--- src/rtl/uart_rx_frame_counter_if.sv ---
// Handshake and status bundle between the RX start detector/FSM and the
// frame counter.
interface uart_rx_frame_counter_if #(
  parameter int PRESCALE_W = 6,
  parameter int BIT_CNT_W  = 4
);
  logic                  start;
  logic                  enable;
  logic                  reset_cnt;
  logic [PRESCALE_W-1:0] prescale;
  logic [BIT_CNT_W-1:0]  frame_bits;
  logic [PRESCALE_W-1:0] edge_cnt;
  logic [BIT_CNT_W-1:0]  bit_cnt;
  logic                  smp_early;
  logic                  smp_mid;
  logic                  smp_late;
  logic                  bit_done;
  logic                  frame_done;
  logic                  busy;
  logic                  cfg_err;

  modport master (
    output start, enable, reset_cnt, prescale, frame_bits,
    input  edge_cnt, bit_cnt, smp_early, smp_mid, smp_late,
           bit_done, frame_done, busy, cfg_err
  );

  modport slave (
    input  start, enable, reset_cnt, prescale, frame_bits,
    output edge_cnt, bit_cnt, smp_early, smp_mid, smp_late,
           bit_done, frame_done, busy, cfg_err
  );
endinterface

--- src/rtl/uart_rx_frame_counter.sv ---
// Oversampling edge/bit/frame counter for the UART receive path: latches
// prescale and frame length at start and emits sample, bit and frame strobes.
module uart_rx_frame_counter #(
  parameter int PRESCALE_W = 6,
  parameter int BIT_CNT_W  = 4
) (
  input logic                     clk,
  input logic                     rst,
  uart_rx_frame_counter_if.slave  bus
);

  typedef enum logic {IDLE, RUN} state_t;

  state_t                state_q, state_d;
  logic [PRESCALE_W-1:0] edge_q, edge_d;
  logic [PRESCALE_W-1:0] prescale_q, prescale_d;
  logic [BIT_CNT_W-1:0]  bit_q, bit_d;
  logic [BIT_CNT_W-1:0]  frame_q, frame_d;
  logic                  cfg_err_q, cfg_err_d;

  logic                  cfg_legal;
  logic                  last_edge;
  logic                  last_bit;
  logic                  tick;
  logic [PRESCALE_W-1:0] mid;

  // Odd prescale has no centred sample point; all-ones is odd and excluded too.
  assign cfg_legal = (bus.prescale >= PRESCALE_W'(4)) && !bus.prescale[0] &&
                     (bus.prescale != '1) && (bus.frame_bits >= BIT_CNT_W'(2));

  assign last_edge = (edge_q == prescale_q);
  assign last_bit  = (bit_q == frame_q - BIT_CNT_W'(1));
  assign mid       = prescale_q >> 1;
  assign tick      = (state_q == RUN) && bus.enable && !bus.reset_cnt && !rst;

  always_ff @(posedge clk) begin
    if (rst) begin
      state_q    <= IDLE;
      edge_q     <= '0;
      bit_q      <= '0;
      prescale_q <= '0;
      frame_q    <= '0;
      cfg_err_q  <= 1'b0;
    end else begin
      state_q    <= state_d;
      edge_q     <= edge_d;
      bit_q      <= bit_d;
      prescale_q <= prescale_d;
      frame_q    <= frame_d;
      cfg_err_q  <= cfg_err_d;
    end
  end

  always_comb begin
    state_d    = state_q;
    edge_d     = edge_q;
    bit_d      = bit_q;
    prescale_d = prescale_q;
    frame_d    = frame_q;
    cfg_err_d  = cfg_err_q;
    unique case (state_q)
      IDLE: begin
        if (!bus.reset_cnt && bus.start) begin
          if (cfg_legal) begin
            state_d    = RUN;
            prescale_d = bus.prescale;
            frame_d    = bus.frame_bits;
            edge_d     = PRESCALE_W'(1);
            bit_d      = '0;
            cfg_err_d  = 1'b0;
          end else begin
            cfg_err_d  = 1'b1;
          end
        end
      end
      RUN: begin
        if (bus.reset_cnt) begin
          state_d = IDLE;
          edge_d  = '0;
          bit_d   = '0;
        end else if (bus.enable) begin
          if (!last_edge) begin
            edge_d = edge_q + PRESCALE_W'(1);
          end else if (!last_bit) begin
            edge_d = PRESCALE_W'(1);
            bit_d  = bit_q + BIT_CNT_W'(1);
          end else begin
            state_d = IDLE;
            edge_d  = '0;
            bit_d   = '0;
          end
        end
      end
      default: state_d = IDLE;
    endcase
  end

  assign bus.edge_cnt   = edge_q;
  assign bus.bit_cnt    = bit_q;
  assign bus.smp_early  = tick && (edge_q == mid - PRESCALE_W'(1));
  assign bus.smp_mid    = tick && (edge_q == mid);
  assign bus.smp_late   = tick && (edge_q == mid + PRESCALE_W'(1));
  assign bus.bit_done   = tick && last_edge;
  assign bus.frame_done = tick && last_edge && last_bit;
  assign bus.busy       = (state_q == RUN);
  assign bus.cfg_err    = cfg_err_q;

endmodule

--- src/flat_wrapper.sv ---
// flat-port wrapper written by rule: the top's interface ports become plain ports
module uart_rx_frame_counter_flat 
#(
  parameter int PRESCALE_W = 6,
  parameter int BIT_CNT_W  = 4
)
  (clk, rst, bus_start, bus_enable, bus_reset_cnt, bus_prescale, bus_frame_bits, bus_edge_cnt, bus_bit_cnt, bus_smp_early, bus_smp_mid, bus_smp_late, bus_bit_done, bus_frame_done, bus_busy, bus_cfg_err);
  uart_rx_frame_counter_if #(.PRESCALE_W(PRESCALE_W), .BIT_CNT_W(BIT_CNT_W)) bus_i ();
  input logic clk;
  input logic rst;
  input wire logic [$bits(bus_i.start)-1:0] bus_start;
  input wire logic [$bits(bus_i.enable)-1:0] bus_enable;
  input wire logic [$bits(bus_i.reset_cnt)-1:0] bus_reset_cnt;
  input wire logic [$bits(bus_i.prescale)-1:0] bus_prescale;
  input wire logic [$bits(bus_i.frame_bits)-1:0] bus_frame_bits;
  output wire logic [$bits(bus_i.edge_cnt)-1:0] bus_edge_cnt;
  output wire logic [$bits(bus_i.bit_cnt)-1:0] bus_bit_cnt;
  output wire logic [$bits(bus_i.smp_early)-1:0] bus_smp_early;
  output wire logic [$bits(bus_i.smp_mid)-1:0] bus_smp_mid;
  output wire logic [$bits(bus_i.smp_late)-1:0] bus_smp_late;
  output wire logic [$bits(bus_i.bit_done)-1:0] bus_bit_done;
  output wire logic [$bits(bus_i.frame_done)-1:0] bus_frame_done;
  output wire logic [$bits(bus_i.busy)-1:0] bus_busy;
  output wire logic [$bits(bus_i.cfg_err)-1:0] bus_cfg_err;
  assign bus_i.start = bus_start;
  assign bus_i.enable = bus_enable;
  assign bus_i.reset_cnt = bus_reset_cnt;
  assign bus_i.prescale = bus_prescale;
  assign bus_i.frame_bits = bus_frame_bits;
  assign bus_edge_cnt = bus_i.edge_cnt;
  assign bus_bit_cnt = bus_i.bit_cnt;
  assign bus_smp_early = bus_i.smp_early;
  assign bus_smp_mid = bus_i.smp_mid;
  assign bus_smp_late = bus_i.smp_late;
  assign bus_bit_done = bus_i.bit_done;
  assign bus_frame_done = bus_i.frame_done;
  assign bus_busy = bus_i.busy;
  assign bus_cfg_err = bus_i.cfg_err;
  uart_rx_frame_counter #(.PRESCALE_W(PRESCALE_W), .BIT_CNT_W(BIT_CNT_W)) u_core (.clk(clk), .rst(rst), .bus(bus_i));
endmodule
--- config.mk ---
export PLATFORM = sky130hd
export DESIGN_NAME = uart_rx_frame_counter_flat
export DESIGN_NICKNAME = d
export VERILOG_FILES = /design/src/rtl/uart_rx_frame_counter_if.sv /design/src/rtl/uart_rx_frame_counter.sv /design/src/flat_wrapper.sv
export SDC_FILE = /design/constraint.sdc
export NUM_CORES = 1
export LEC_CHECK = 0
export BUFFER_PORTS_ARGS = -buffer_cell sky130_fd_sc_hd__buf_2
export CORE_UTILIZATION = 40
export DETAILED_ROUTE_END_ITERATION = 8
export PLACE_DENSITY = 0.59
export SYNTH_ARGS = -nofsm -noshare
export SYNTH_HDL_FRONTEND = slang
export SYNTH_SLANG_ARGS = --single-unit
--- constraint.sdc ---
create_clock -name clk -period 2.68 [get_ports clk]
set_input_delay 0.804 -clock clk [delete_from_list [all_inputs] [get_ports clk]]
set_output_delay 0.804 -clock clk [all_outputs]
set_load 0.01 [all_outputs]
======== Yosys cells after proc, flatten, opt, wreduce, memory -nomap -nowiden ========
Cells that the tools add are included.
word-level totals
  register bits ........................... 22
  bits of input ports ..................... 15
  logic and storage cells ................. 65
cells by class
  add/sub/neg operators ................... 5
  $lt $le $gt $ge ......................... 2
  eq/ne operators ......................... 10
  mux-type cells .......................... 22
  bitwise operators ....................... 1
  reductions and logical operators ........ 19
operators with widths
  operator                                                count
  2-to-1 mux 6 bit                                        5
  2-to-1 mux 4 bit                                        6
  == test 6 bit                                           3
  logical AND 1 bit                                       12
  one-hot mux 6 bit (2 select lines)                      1
  2-to-1 mux 1 bit                                        8
  one-hot mux 4 bit (2 select lines)                      1
  adder 5 x 1 -> 6 bit (second input constant)            1
  adder 6 x 1 -> 6 bit (second input constant)            1
  == test 6 x 5 -> 1 bit                                  1
  >= comparator 6 x 3 -> 1 bit (second input constant)    1
  inequality test 3 bit (second input constant)           2
  inequality test 6 bit (second input constant)           1
  AND reduction 3 bit                                     2
  subtractor 5 x 1 -> 6 bit (second input constant)       1
  adder 4 x 1 -> 4 bit (second input constant)            1
  == test 4 bit                                           1
  >= comparator 4 x 2 -> 1 bit (second input constant)    1
  inequality test 2 x 1 -> 1 bit (second input constant)  2
  AND reduction 4 bit                                     1
  subtractor 4 x 1 -> 4 bit (second input constant)       1
  logical NOT 1 bit                                       3
  one-hot mux 1 bit (2 select lines)                      1
  AND reduction 2 bit                                     1
  NOT 1 bit                                               1

======== Logic depth before layout (Yosys ltp) ========
Gate-level depths: netlist of run 1.
  word-level depth ........................ 7
  depth in mapped cells ................... 8
  mapped depth without buffers ............ 7

======== Worst setup path before layout of run 1 ========
OpenSTA, ideal clock, no wires.
  path kind ............................... in2out
  from .................................... input port bus_reset_cnt
  to ...................................... output port bus_smp_late
  data arrival time ....................... 1.933 ns
  data required time ...................... 1.876 ns
  path slack .............................. -0.057 ns
  stages .................................. 5
  buffers on the path ..................... 0
  path through ............................ nand2b_1 -> nor2_1 -> nand2_1 -> or2_1 -> nor4_1
on the way
  cells in the longest elaborated chain, start to end .. 4
RTL lines
  what                             line                          text
  start: declaration               flat_wrapper.sv:13            input wire logic [$bits(bus_i.reset_cnt)-1:0] bus_reset_cnt;
  logical NOT 1 bit                uart_rx_frame_counter.sv:34   assign tick = (state_q == RUN) && bus.enable && !bus.reset_cnt && !rst;
  logical AND 1 bit (2 in series)  uart_rx_frame_counter.sv:34
  logical AND 1 bit                uart_rx_frame_counter.sv:102  assign bus.smp_late = tick && (edge_q == mid + PRESCALE_W'(1));
  end: declaration                 flat_wrapper.sv:20            output wire logic [$bits(bus_i.smp_late)-1:0] bus_smp_late;
No other way between the ends.

======== Worst setup path in the final report of run 1 ========
  from .................................... input port bus_reset_cnt
  to ...................................... output port bus_smp_early
on the way
  cells in the longest elaborated chain, start to end .. 4
RTL lines
  what                             line                          text
  logical NOT 1 bit                uart_rx_frame_counter.sv:34
  logical AND 1 bit (2 in series)  uart_rx_frame_counter.sv:34
  logical AND 1 bit                uart_rx_frame_counter.sv:100  assign bus.smp_early = tick && (edge_q == mid - PRESCALE_W'(1));
  end: declaration                 flat_wrapper.sv:18            output wire logic [$bits(bus_i.smp_early)-1:0] bus_smp_early;
No other way between the ends.

==> results of run 1 <==
==> flip-flops by register name, summed over array words and instances, names as in the netlist <==
register	count
u_core.prescale_q	6
u_core.frame_q	4
u_core.bus.busy	1
u_core.bus.cfg_err	1
u_core.bus.bit_cnt	4
u_core.bus.edge_cnt	6
==> through the flow <==
step / hold slack, ns / setup TNS [ns] / std cells / setup slack, ns / utilization (%)
after floorplan: 0.469 / 0 / 186 / 0.0246 / -
after global routing: 0.506 / -0.253 / 278 / -0.184 / 58.9
after detailed placement: 0.480 / -0.147 / 265 / -0.107 / 51.4
after global placement: 0.477 / -0.0875 / 265 / -0.0837 / 51.4
final: 0.488 / -0.133 / 278 / -0.133 / 58.9
after CTS: 0.491 / -0.146 / 277 / -0.0977 / 57.5
==> cell families (layout without fill, tap and decap cells) <==
kind of cell             Yosys count  after routing
XOR/XNOR                          22             22
multiplexers                      10             10
AND/OR/NAND/NOR                   73             73
AO/OA/AOI/OAI                     33             33
adder cells (fa/ha/maj)            5              5
flip-flops                        22             22
buffers and inverters             21             67
==> area by class of cell <==
type	instances	area, um2
Fill cell	303	1420
Timing Repair Buffer	56	357
Sequential cell	22	457
Tap cell	46	57.6
Multi-Input combinational cell	143	1070
Clock buffer	4	55.1
Inverter	7	26.3
==> worst max path at each step <==
stage	start	end
after floorplan	bus_reset_cnt	bus_smp_late
after global placement	bus_reset_cnt	bus_smp_late
after detailed placement	bus_reset_cnt	bus_smp_late
after CTS	u_core.prescale_q[1]	bus_smp_late
after global routing	u_core.prescale_q[2]	bus_smp_early
final	bus_reset_cnt	bus_smp_early
==> cells in the mapped netlist (all sizes together) <==
cell type and number:
dfxtp 22, nor2 21, xor2 13, nand3 12, clkbuf 11, nand2 10
mux2i 9, xnor2 9, a21oi 8, inv 7, nor4 7, nor3 6
o21ai 6, ha 5, o211ai 5, a31oi 4, buf 3, a211oi 2
and3 2, nand4 2, nor2b 2, or2 2, or3 2, a21bo 1
a22oi 1, a311oi 1, a41oi 1, and2 1, mux2 1, nand2b 1
nand4b 1, nand4bb 1, nor3b 1, nor4b 1, o2111ai 1, o21a 1
o31a 1, o31ai 1, or4b 1
==> layer usage <==
layer	part of all wire [%]	vias to the layer above	global-route usage, %
met3	3.9	11	4.38
met1	44	728	24.8
met5	0	-	0
met4	2.7	0	12.2
li1	-	755	-
met2	49	42	38.0
==> what timing repair did <==
| action | CTS | global route |
|---|---|---|
| pin swaps | 12 | 5 |
| hold buffers | 0 | 0 |
| setup buffers | 8 | 1 |
| endpoints found under the setup margin | 3 | 4 |
| resized for setup | 22 | 11 |
==> power groups by stage <==
| stage | combinational, mW | clock [mW] | sequential, mW |
|---|---|---|---|
| after floorplan | 0.0728 | 0 | 0.348 |
| after global placement | 0.108 | 0 | 0.351 |
| after detailed placement | 0.112 | 0 | 0.352 |
| after CTS | 0.124 | 0.250 | 0.343 |
| after global routing | 0.145 | 0.259 | 0.344 |
| final | 0.132 | 0.241 | 0.343 |
==> flow_metrics.py, run 1 <==
metrics = {
    "routing": {
        "drt_pass1_iterations": 4,
        "drt-initial-drc-count": 57,
        "wl_mm": 4.03,
        "via_per_inst": 5.53,
        "dr_total_vias": 1536,
        "wl_per_cell_um": 14.5,
        "drc": 0,
        "ant_nets": 0,
    },
    "cells_and_area": {
        "area_delta_synth_final_pct": 35.9,
        "final_common_cell": "buf_2",
        "layout.nets": 253,
        "n_antenna_cell": 0,
        "stdcell_area_mm2": 0.00203,
        "drive_gt1_share_pct": 38.4,
        "most-common-layout-cells": "buf_2, buf_4, nor2_1",
    },
    "power_and_ir_drop": {
        "peakVddDrop_uv": 321,
        "switching_share_pct": 26.3,
        "p_per_area_mw_per_mm2": 353,
        "leakagePower_nw": 0.868,
        "clkPwrFrac_pct": 33.7,
        "seq_power_share_pct": 47.9,
        "p_switching_mw": 0.188,
        "power_mw": 0.716,
        "p_comb_share_pct": 18.4,
        "p_int_mw": 0.527,
    },
    "global_routing": {
        "track_usage_pct": 21.9,
        "antenna_found_initial": 0,
        "grt_max_degree": 20,
        "grt_pass1_wl_mm": 6.86,
        "grt.overflow.total": 0,
        "grt_pass1_vias": 1568,
    },
    "timing": {
        "hold_violations": 0,
        "grt_setup_unrepaired": "true",
        "skew_ns": 0.00452,
        "fin_crit_sh_pct": 105,
        "period_needed_ns": 2.81,
        "relSlewSlack_pct": 57.4,
        "layout_setup_ws_ns": -0.133,
        "drv_slew": 0,
        "worst_slew_pin_slew_ns": 0.637,
        "final-setup-viol-count": 1,
        "fmax_mhz": 355,
    },
    "floorplanning": {
        "initial_core_util_pct": 43.3,
        "die_area_mm2": 0.00397,
        "core-area_mm2": 0.00344,
        "die_x_um": 63.0,
        "die_h_um": 63.0,
        "ios": 32,
        "num_rows": 21,
    },
    "clock_tree": {
        "clkSinkCount": 22,
        "clk_latency_ns": 0.27,
        "path_clk_slew_ns": 0.08,
        "cts_tree": "built",
        "cts_root_buf": "clkbuf_8",
        "cts_made_buffers": 3,
        "clk_path_buf_depth": 2,
        "cts-htree-levels": 1,
    },
    "critical_path": {
        "crit_cells": 7,
        "path_class": "primary input to output port",
        "max_stage_delay_ns": 0.33,
        "crit_buf_inv": 2,
        "r2r-end": "u_core.bus.bit_cnt[1]",
        "end_kind": "output port",
        "worst_path_dominant_cell_family": "simple AND/OR/NAND/NOR gates",
        "ff2ff_setup_slack_ns": 0.69,
        "r2r_cells": 8,
        "cp_slowest_cell": "nor4_2",
        "cp-start-kind": "primary input",
        "crit_chain": "buf_6, nand2b_4, nor2_4, nand2_2, or2_4, nor4_2, buf_2",
        "crit_fanout": 2,
        "reg2reg_from": "u_core.prescale_q[1]",
        "cp.arrival_ns": 2.01,
        "required_ns": 1.88,
    },
    "yosys": {
        "synthCells": 186,
        "yosysTopAreaCell": "dfxtp_1",
        "synth_compound_area_share_pct": 14.4,
        "synthSimpleGateAreaFrac_pct": 26.4,
        "ys_types": 43,
        "synthAdderAreaFrac_pct": 4.20,
        "muxShareOfSynthArea_pct": 6.80,
        "synth_fp_nets": 206,
        "synth-xor-area-share_pct": 12.9,
        "syn_area_mm2": 0.00149,
        "synth_top_family_by_area": "simple AND/OR/NAND/NOR gates",
        "synth_top_area_share_pct": 29.6,
        "synth_area_leaders": "dfxtp_1, xor2_1, mux2i_1",
        "yosys_warnings": 0,
        "synth_area_per_cell_um2": 8.01,
        "ys_seq_elements": 22,
        "yosysSeqAreaShare_pct": 29.6,
    },
    "place": {
        "portBuffers": 31,
        "place.gp.congestion": 0.863,
        "postPlaceCellArea_mm2": 0.00177,
        "hpwlAfterDp_mm": 2.81,
    },
    "hold_path": {
        "hold_class": "flip-flop to flip-flop",
        "holdPathStages": 1,
        "hold_start": "u_core.prescale_q[0]",
        "holdPathEnd": "u_core.prescale_q[0]",
    },
    "run_status": {
        "outcome": "finished, violations left",
        "violations": "setup timing",
    },
    "job": {
        "maxCapViolCount": 0,
    },
}
No activity file was read; power rests on OpenSTA's default activity.
==> inputs of run 2 (changes only) <==
==> constraint.sdc (replaced) <==
create_clock -name clk -period 2.68 [get_ports clk]
set_input_delay 0.804 -clock clk [delete_from_list [all_inputs] [get_ports clk]]
set_output_delay 0.804 -clock clk [all_outputs]
set_load 0.1 [all_outputs]
==> run 2 against run 1 <==
Effect of this change: the flow still finishes with violations (setup timing); final area rose by 9.1%; global-route usage fell by 0.90 points; die area did not move; non-clock buffer count fell by 1; flip-flop and latch count did not move; final cell count fell by 0.36%; setup slack got worse by 0.027 ns; critical path type is now flip-flop to output port; count of clock-buffer cells in the layout did not move; clock skew fell by 0.0018 ns; critical path depth did not move; sequential power barely moved; largest cell class unchanged.
==> flow_metrics.py, run 2 (synthesis gave the netlist of run 1 again) <==
metrics = {
    "run_status": {
        "outcome": "finished, violations left",
        "violations": "setup timing",
    },
    "critical_path": {
        "end_kind": "output port",
        "ff2ff_setup_slack_ns": 0.74,
        "crit_fanout": 4,
        "required_ns": 1.88,
        "cp-start-kind": "flip-flop",
        "cp.arrival_ns": 2.04,
        "path_class": "flip-flop to output port",
    },
    "job": {
        "maxCapViolCount": 0,
    },
    "clock_tree": {
        "cts-htree-levels": 1,
        "cts_root_buf": "clkbuf_8",
        "path_clk_slew_ns": 0.08,
        "clk_path_buf_depth": 2,
        "cts_made_buffers": 3,
        "clk_latency_ns": 0.26,
        "cts_tree": "built",
        "clkSinkCount": 22,
    },
    "routing": {
        "drt-initial-drc-count": 98,
        "wl_per_cell_um": 13.9,
        "drt_pass1_iterations": 4,
        "wl_mm": 3.85,
        "drc": 0,
        "dr_total_vias": 1530,
        "ant_nets": 0,
        "via_per_inst": 5.52,
    },
    "floorplanning": {
        "die_h_um": 63.0,
        "num_rows": 21,
        "initial_core_util_pct": 43.3,
        "die_area_mm2": 0.00397,
        "ios": 32,
        "die_x_um": 63.0,
        "core-area_mm2": 0.00344,
    },
    "timing": {
        "grt_setup_unrepaired": "true",
        "finalHoldWorstSlack_ns": 0.491,
        "worst_slew_pin_slew_ns": 0.608,
        "fmax_mhz": 352,
        "fin_crit_sh_pct": 106,
        "relSlewSlack_pct": 59.3,
        "period_needed_ns": 2.84,
        "skew_ns": 0.00268,
        "final-setup-viol-count": 3,
        "layout_setup_ws_ns": -0.161,
        "drv_slew": 0,
        "hold_violations": 0,
        "setup_tns_ns": -0.310,
    },
    "place": {
        "dp_cells": 266,
        "portBuffers": 31,
        "hpwlAfterDp_mm": 2.95,
        "place.gp.congestion": 0.786,
        "dp_slack_ns": -0.168,
        "postPlaceCellArea_mm2": 0.00200,
    },
    "cells_and_area": {
        "n_antenna_cell": 0,
        "most-common-layout-cells": "buf_2, buf_4, nor2_1",
        "stdcell_count": 277,
        "drive_gt1_share_pct": 44.2,
        "finish.utilization_pct": 64.2,
        "stdcell_area_mm2": 0.00221,
        "area_delta_synth_final_pct": 48.3,
        "final_common_cell": "buf_2",
        "layout.nets": 252,
    },
    "global_routing": {
        "grt_pass1_wl_mm": 6.72,
        "track_usage_pct": 21.0,
        "grt.overflow.total": 0,
        "antenna_found_initial": 0,
        "grt_pass1_vias": 1531,
        "grt_max_degree": 20,
    },
    "hold_path": {
        "hold_class": "flip-flop to flip-flop",
    },
    "power_and_ir_drop": {
        "leakagePower_nw": 0.912,
        "p_per_area_mw_per_mm2": 339,
        "peakVddDrop_uv": 278,
        "power_mw": 0.749,
    },
}
## run 2: changes by cell type in the layout (fill, tap and decap cells not counted), moves of 3 or more
cell / before / now
dfxtp_1: 15 / 7
dfxtp_2: 4 / 11
buf_12: 0 / 5
buf_2: 30 / 26
buf_4: 23 / 19
nor4_4: 1 / 5
nor4_2: 3 / 0
## run 2: path summary, 6_finish.rpt
| path | startpoint | to | cells after the start |
|---|---|---|---|
| setup / recovery | u_core.prescale_q[3] | bus_smp_early | 7 |
| hold / removal | u_core.prescale_q[0] | u_core.prescale_q[0] | 1 |
| setup reg to reg | u_core.prescale_q[2] | u_core.bus.bit_cnt[1] | 10 |
| hold reg to reg | u_core.prescale_q[0] | u_core.prescale_q[0] | 1 |
## run 2: power breakdown
group          switching (mW)  total, mW  internal (mW)
sequential             0.0105      0.341          0.330
combinational          0.0982      0.173         0.0745
clock                   0.104      0.235          0.131
## run 2: worst max-delay path: stages (launching register included)
cell and delay (ns):
dfxtp_2 0.33, buf_6 0.12, o31a_1 0.29, or3_1 0.33, a31oi_2 0.18, a41oi_2 0.08
nor4_4 0.22, buf_12 0.21
## run 2: cell type report
class / count / area, um2
Sequential cell: 22 / 469
Multi-Input combinational cell: 143 / 1170
Inverter: 7 / 26.3
Fill cell: 289 / 1230
Timing Repair Buffer: 55 / 429
Tap cell: 46 / 57.6
Clock buffer: 4 / 55.1
## run 2: layer usage
metal	share of wire, %	track usage, %
met3	2.8	4.20
met2	51	38.0
met5	0	0
met4	1.2	4.94
met1	45	25.1
## run 2: timing repair
item                       in CTS  in global routing
gates resized for setup        11                 11
setup buffers                   7                  0
setup endpoints to repair       4                  5
pin swaps                       7                  6
hold buffers                    0                  0
==> inputs of run 3 (changes only) <==
clock period = 3.4 ns   (was 2.68 ns; I/O delays follow)
==> run 3 against run 2 <==
Effect of this change: the flow now finishes without violations; critical path depth is the same; sequential power fell by 22%; sequential share of layout area is 2.1 points higher; non-clock buffer count fell by 16; setup slack better by 0.25 ns; combinational power down 37%; register-to-register slack improved by 0.63 ns; clock power is 6% lower; largest cell class unchanged.
==> flow_metrics.py, run 3 (synthesis gave the netlist of run 1 again) <==
metrics = {
    "critical_path": {
        "reg2reg_from": "u_core.prescale_q[4]",
        "max_stage_delay_ns": 0.32,
        "path_class": "primary input to output port",
        "cp-start-kind": "primary input",
        "crit_fanout": 4,
        "required_ns": 2.38,
        "cp.arrival_ns": 2.29,
        "cp-startpoint": "bus_reset_cnt",
        "crit_chain": "buf_2, nand2b_4, nor2_4, nand2_4, or2_4, nor4_4, buf_12",
        "cp_slowest_cell": "nor4_4",
        "end_kind": "output port",
    },
    "global_routing": {
        "grt.overflow.total": 0,
        "grt_pass1_wl_mm": 6.45,
        "track_usage_pct": 20.3,
        "grt_max_degree": 20,
        "antenna_found_initial": 0,
        "grt_pass1_vias": 1388,
    },
    "routing": {
        "dr_total_vias": 1426,
        "wl_mm": 3.66,
        "wl_per_cell_um": 14.0,
        "drt-initial-drc-count": 126,
        "drc": 0,
        "ant_nets": 0,
        "via_per_inst": 5.46,
        "drt_pass1_iterations": 4,
    },
    "place": {
        "dp_slack_ns": 0.0794,
        "place.gp.congestion": 0.770,
        "hpwlAfterDp_mm": 2.86,
        "postPlaceCellArea_mm2": 0.00188,
        "portBuffers": 31,
    },
    "timing": {
        "worst_slew_pin_slew_ns": 0.627,
        "skew_ns": 0.00214,
        "fin_crit_sh_pct": 97.5,
        "drv_slew": 0,
        "layout_setup_ws_ns": 0.0862,
        "finalHoldWorstSlack_ns": 0.490,
        "final-setup-viol-count": 0,
        "hold_violations": 0,
        "fmax_mhz": 302,
        "grt_setup_unrepaired": "false",
        "relSlewSlack_pct": 58.1,
        "period_needed_ns": 3.31,
    },
    "job": {
        "maxCapViolCount": 0,
    },
    "floorplanning": {
        "core-area_mm2": 0.00344,
        "initial_core_util_pct": 43.3,
        "die_h_um": 63.0,
        "ios": 32,
        "die_x_um": 63.0,
        "die_area_mm2": 0.00397,
        "num_rows": 21,
    },
    "cells_and_area": {
        "multi_input_area_mm2": 0.00106,
        "most-common-layout-cells": "buf_2, nor2_1, dfxtp_1",
        "fillers": 330,
        "layout.nets": 236,
        "area_delta_synth_final_pct": 31.4,
        "regArea_um2": 457,
        "n_antenna_cell": 0,
        "finish.utilization_pct": 56.9,
        "final_common_cell": "buf_2",
        "stdcell_area_mm2": 0.00196,
        "drive_gt1_share_pct": 29.3,
    },
    "clock_tree": {
        "cts_tree": "built",
        "cts_made_buffers": 3,
        "clk_latency_ns": 0.27,
        "clkSinkCount": 22,
        "post_cts_buffers": 0,
        "cts_root_buf": "clkbuf_8",
        "cts-htree-levels": 1,
        "path_clk_slew_ns": 0.08,
        "clk_path_buf_depth": 2,
    },
    "hold_path": {
        "hold_class": "flip-flop to flip-flop",
        "hold_start": "u_core.prescale_q[0]",
    },
    "power_and_ir_drop": {
        "p_per_area_mw_per_mm2": 305,
        "leakagePower_nw": 0.812,
        "peakVddDrop_uv": 181,
    },
    "run_status": {
        "outcome": "completed",
    },
}
-- run 3: final timing paths --
kind,end,slack (ns),depth (start not counted)
setup reg to reg,u_core.bus.busy,1.37,5
hold reg to reg,u_core.prescale_q[0],0.49,1
setup / recovery,bus_smp_early,0.09,7
hold / removal,u_core.prescale_q[0],0.49,1
-- run 3: layout make-up --
type	count	share of cell area, %
multi-input cells	143	54.2
well taps	46	2.94
clock buffers	4	3.39
repair buffers	39	14.8
flip-flops and latches	22	23.3
inverters	7	1.34
-- run 3: what timing repair did --
action / in CTS / in global routing
gates resized for setup: 0 / 1
endpoints found under the setup margin: 0 / 1
hold buffers: 0 / 0
endpoints found under the hold margin: 0 / 0
-- run 3: critical path, delay by kind of cell --
| kind | cells | cell delay, ns |
|---|---|---|
| AND/OR/NAND/NOR | 5 | 0.95 |
| buffers and inverters | 2 | 0.32 |
-- run 3: stage by stage --
step                      setup TNS (ns)  std cells  total power, mW
after floorplan                    -1.03        186            0.353
after global placement                 0        257            0.379
after detailed placement               0        257            0.382
after CTS                              0        261            0.605
after global routing                   0        261            0.623
final                                  0        261            0.598
-- run 3: report_power, final --
part	internal, mW	switching (mW)	total, mW
sequential	0.260	0.00754	0.267
combinational	0.0393	0.0693	0.109
clock	0.128	0.0938	0.222
total	0.427	0.171	0.598
-- run 3: metal layers --
layer,track usage [%],vias up,share of wire [%]
li1,-,722,-
met1,26.5,671,47
met2,33.1,28,48
met3,3.47,5,3.7
met4,7.85,0,1.4
met5,0,-,0
